[src/rtl/pokey_audio_channel_pkg.sv]
// Shared POKEY constants: AUDC field positions, AUDCTL bit positions, widths.
package pokey_audio_channel_pkg;

    localparam int unsigned AUDF_W = 8;
    localparam int unsigned AUDC_W = 8;
    localparam int unsigned VOL_W  = 4;

    // AUDC field bit indices
    localparam int unsigned DIST_NO_POLY5 = 7;
    localparam int unsigned DIST_POLY4    = 6;
    localparam int unsigned DIST_PURE     = 5;
    localparam int unsigned VOL_ONLY      = 4;
    localparam int unsigned VOL_MSB       = 3;

    // AUDCTL bit indices used by the POKEY top
    localparam int unsigned AUDCTL_POLY9    = 7;
    localparam int unsigned AUDCTL_CH1_FAST = 6;
    localparam int unsigned AUDCTL_CH3_FAST = 5;
    localparam int unsigned AUDCTL_JOIN_12  = 4;
    localparam int unsigned AUDCTL_JOIN_34  = 3;
    localparam int unsigned AUDCTL_HP_13    = 2;
    localparam int unsigned AUDCTL_HP_24    = 1;
    localparam int unsigned AUDCTL_CLK_15K  = 0;

endpackage

[src/rtl/pokey_audio_divider.sv]
// 8-bit reloadable down-counter; pulses underflow for one ce cycle after expiry.
module pokey_audio_divider
    import pokey_audio_channel_pkg::*;
(
    input  logic              clk,
    input  logic              reset_n,
    input  logic              ce,
    input  logic              enable,
    input  logic              reload,
    input  logic [AUDF_W-1:0] audf,
    output logic              underflow,
    output logic              expire_c
);

    logic [AUDF_W-1:0] cnt;
    logic              underflow_r;

    // Expiry: an enable tick at zero count, unless a reload overrides it
    assign expire_c = enable & ~reload & (cnt == '0);

    // Counter and underflow register; reload wins over enable
    always_ff @(posedge clk) begin
        if (ce) begin
            if (!reset_n) begin
                cnt         <= '0;
                underflow_r <= 1'b0;
            end else begin
                underflow_r <= expire_c;
                if (reload) begin
                    cnt <= audf;
                end else if (enable) begin
                    cnt <= (cnt == '0) ? audf : cnt - AUDF_W'(1);
                end
            end
        end
    end

    assign underflow = underflow_r;

endmodule

[src/rtl/pokey_audio_channel.sv]
// One POKEY audio channel: divider, poly distortion, optional high-pass, volume.
module pokey_audio_channel
    import pokey_audio_channel_pkg::*;
#(
    parameter bit HP_ENABLE = 1'b1
) (
    input  logic              clk,
    input  logic              reset_n,
    input  logic              ce,
    input  logic              enable,
    input  logic [AUDF_W-1:0] audf,
    input  logic [AUDC_W-1:0] audc,
    input  logic              reload,
    input  logic              poly4_bit,
    input  logic              poly5_bit,
    input  logic              poly17_bit,
    input  logic              hp_en,
    input  logic              hp_clk,
    output logic              underflow,
    output logic [VOL_W-1:0]  channel_out
);

    logic             expire_c;
    logic             tone_ff;
    logic             hp_ff;
    logic             filt;
    logic             gate;
    logic             tone_next;
    logic [VOL_W-1:0] vol;

    pokey_audio_divider u_divider (
        .clk       (clk),
        .reset_n   (reset_n),
        .ce        (ce),
        .enable    (enable),
        .reload    (reload),
        .audf      (audf),
        .underflow (underflow),
        .expire_c  (expire_c)
    );

    // Distortion selection for the tone flip-flop
    always_comb begin
        gate      = audc[DIST_NO_POLY5] | poly5_bit;
        tone_next = tone_ff;
        if (audc[DIST_PURE]) begin
            tone_next = ~tone_ff;
        end else if (audc[DIST_POLY4]) begin
            tone_next = poly4_bit;
        end else begin
            tone_next = poly17_bit;
        end
    end

    // Tone flip-flop updates only on a gated expiry
    always_ff @(posedge clk) begin
        if (ce) begin
            if (!reset_n) begin
                tone_ff <= 1'b0;
            end else if (expire_c && gate) begin
                tone_ff <= tone_next;
            end
        end
    end

    generate
        if (HP_ENABLE) begin : g_hp
            // High-pass flip-flop samples the pre-update tone on partner underflow
            always_ff @(posedge clk) begin
                if (ce) begin
                    if (!reset_n) begin
                        hp_ff <= 1'b0;
                    end else if (hp_clk) begin
                        hp_ff <= tone_ff;
                    end
                end
            end
            assign filt = hp_en ? (tone_ff ^ hp_ff) : tone_ff;
        end else begin : g_no_hp
            assign hp_ff = 1'b0;
            assign filt  = tone_ff;
        end
    endgenerate

    // Volume stage; volume-only mode bypasses the waveform
    assign vol         = audc[VOL_MSB:0];
    assign channel_out = (audc[VOL_ONLY] || filt) ? vol : '0;

endmodule
[config.mk]
export PLATFORM = sky130hd
export DESIGN_NAME = pokey_audio_channel
export DESIGN_NICKNAME = d
export VERILOG_FILES = /design/src/rtl/pokey_audio_channel_pkg.sv /design/src/rtl/pokey_audio_divider.sv /design/src/rtl/pokey_audio_channel.sv
export SDC_FILE = /design/constraint.sdc
export NUM_CORES = 1
export LEC_CHECK = 0
export BUFFER_PORTS_ARGS = -buffer_cell sky130_fd_sc_hd__buf_2
export CAP_MARGIN = 20
export CORE_MARGIN = 2
export CORE_UTILIZATION = 52
export CTS_BUF_LIST = sky130_fd_sc_hd__clkbuf_4 sky130_fd_sc_hd__clkbuf_8
export DETAILED_ROUTE_END_ITERATION = 7
export MAX_ROUTING_LAYER = met4
export PLACE_DENSITY = 0.89
export SETUP_SLACK_MARGIN = 0.1
export SLEW_MARGIN = 20
export SYNTH_ARGS = -nofsm -noshare
export SYNTH_HDL_FRONTEND = slang
export SYNTH_SLANG_ARGS = --single-unit
[constraint.sdc]
create_clock -name clk -period 3.2 [get_ports clk]
set_input_delay 0.16 -clock clk [delete_from_list [all_inputs] [get_ports clk]]
set_output_delay 0.16 -clock clk [all_outputs]
set_load 0.005 [all_outputs]
==> metrics.yaml <==
timing.final.crit_share: 0.600
rsz0062_at_grt: "no"
critPathBufInv: 1
clock_latency_ns: 0.27
wl_um: 1620
nets: 130
grt_pass1_wl_um: 2730
hold_buffers: 0
cp.required_ns: 3.19
clock_sinks: 11
worst_pin_slew_ns: 0.619
synth_edf_count: 11
route.detailed.drc: 0
max_stage_delay_ns: 0.42
die_w_um: 41.6
end_kind: "flop"
fp.dieArea_um2: 1730
port_buffers: 30
maxCapViolCount: 0
critPathArrivalTime_ns: 1.91
grt_max_degree: 15
avgSynthCellArea_um2: 10.6
yosys_most_used_dff: "edfxtp_1"
cts_buffer_depth: 2
postCtsSetupRepairBufs: 0
skew_ns: 0.00443
slew_headroom: 0.588
syn-cell-area_um2: 733
setup_ws_ns: 1.28
drive_above_1_share: 0.386
routabilityCongestion: 0.792
powerDensity_nw_per_um2: 380
dp.final_hpwl_um: 1270
fmax_mhz: 521
syn_nets: 97
cts_max_level: 1
synth_area_leaders: "edfxtp_1, xnor2_1, o211a_1"
cts_tree: "done"
period_minus_slack_ns: 1.92
clkPwrFrac: 0.279
grt_overflow: 0
core_area_um2: 1300
row_count: 13
netlist_instances: 69
cts_resized: 0
ys_ff_latch: 11
min_path_type: "in2reg"
ys_warn_count: 0
grt_usage: 0.215
synth-async-reset-ratio: 0
p_sw_frac: 0.272
antenna_found_initial: 0
seq_area_frac_synth: 0.451
finalSetupViolations: 0
fp.dieH_um: 41.6
vias_per_cell: 5.43
routedWlPerCell_um: 14.0
power.leakage_nw: 0.419
cellInternalPower_mw: 0.254
criticalPathCategory: "reg2reg"
via_count: 630
areaGrowthSynthToFinish_pct: 25.6
initial_utilization: 0.563
p_comb_frac: 0.198
synthDominantCellAreaShare: 0.451
timing_hold_violations_final: 0
yosysTopAreaCell: "edfxtp_1"
p_sw_mw: 0.0953
path_clk_slew_ns: 0.07
ir_worst_vdd_uv: 295
cts_buffers: 3
crit_family: "simple AND/OR/NAND/NOR gates"
root_buffer: "clkbuf_4"
worstSetupStartpointType: "flop"
antenna_cells: 0
fill_cells: 118
seq_power_share: 0.523
setup_tns_ns: 0
drv_slew: 0
crit_chain: "inv_1 -> ha_1 -> nor3b_1 -> nand3_1 -> o31ai_1 -> and2_1"
pre_cts_slack_ns: 1.29
yosys.cell_types.count: 27
ioPinCount: 31
cp_max_fo: 3
dr.pass1.iters: 2
ant_nets: 0
drt-initial-drc-count: 5
first_global_vias: 634
worst_path_max_delay_cell: "edfxtp_1"
status: "completed"
cells by family (layout without fill, tap and decap cells):
family / after synthesis / after routing / synth area share
AOI/OAI and AO/OA: 15 / 15 / 0.154
xor gates and xnor gates: 6 / 6 / 0.0717
adders and majority gates: 2 / 2 / 0.0341
buffers and inverters: 6 / 38 / 0.0324
DFF: 11 / 11 / 0.451
muxes: 3 / 3 / 0.0427
and+or+nand+nor: 26 / 26 / 0.215
registers in the layout, indices dropped and copies added, names as in the netlist:
name and cells:
u_divider.underflow 1, hp_ff 1, u_divider.cnt 8, tone_ff 1
power groups by stage:
stage | sequential [mW] | combinational [mW] | clock (mW)
6_report | 0.183 | 0.0693 | 0.0974
5_1_grt | 0.184 | 0.0779 | 0.107
4_1_cts | 0.182 | 0.0701 | 0.0996
3_5_place_dp | 0.186 | 0.0695 | 0
3_3_place_gp | 0.184 | 0.0667 | 0
2_1_floorplan | 0.183 | 0.0429 | 0
worst reg2reg max path, cell delays in order (launching register included):
cell	delay, ns
edfxtp_1	0.42
inv_1	0.12
ha_1	0.15
nor3b_1	0.34
nand3_1	0.18
o31ai_1	0.25
and2_1	0.17
Yosys cell counts, drive strengths merged (2+ instances only):
cell	n
a21oi	4
and2	3
edfxtp	11
ha	2
inv	4
mux2i	2
nand2	5
nand3	2
nor2	5
nor2b	5
nor3b	2
nor4	2
o211a	4
o21ai	3
o31ai	2
xnor2	5
final timing paths:
path,startpoint,to,slack [ns],cells after the start
max,u_divider.cnt[0],tone_ff,1.28,6
min reg2reg,tone_ff,hp_ff,0.65,1
max reg2reg,u_divider.cnt[0],tone_ff,1.28,6
min,ce,u_divider.underflow,0.13,1
metal layers:
metal,track usage,part of all wire,up-vias
met4,0.135,0.030,0
met1,0.221,0.38,286
met2,0.369,0.53,24
li1,-,-,314
met5,-,0,-
met3,0.0435,0.062,6
layout make-up:
cell class	count	area (um2)	area share
Multi-Input combinational cell	52	379	0.412
Sequential cell	11	330	0.359
Timing Repair Buffer	30	150	0.163
Clock buffer	3	22.5	0.0245
Tap cell	15	18.8	0.0204
Inverter	4	15.0	0.0163
Clock inverter	1	5.00	0.00543
metrics by stage:
stage               std cells  area (um2)  hold slack, ns  power [mW]   util
global placement          112         893           0.405       0.251  0.687
global route              116         921           0.139       0.369  0.708
CTS                       116         921           0.126       0.352  0.708
finish                    116         921           0.130       0.350  0.708
floorplan                  69         733           0.272       0.226      -
detailed placement        112         893           0.410       0.255  0.687
layout by cell type (no fill, tap or decap), drive strengths merged:
cell type / instances
mux2i: 2
clkbuf: 3
edfxtp: 11
nand3: 2
a21boi: 1
mux2: 1
xnor2: 5
nor4: 2
nor3b: 2
ha: 2
nor2: 5
nand2b: 1
nand2: 5
or4: 1
and2: 3
o31ai: 2
inv: 4
buf: 30
clkinv: 1
nor2b: 5
a21oi: 4
o211a: 4
o21a: 1
xor2: 1
o21ai: 3
No activity file was read; power rests on OpenSTA's default activity.
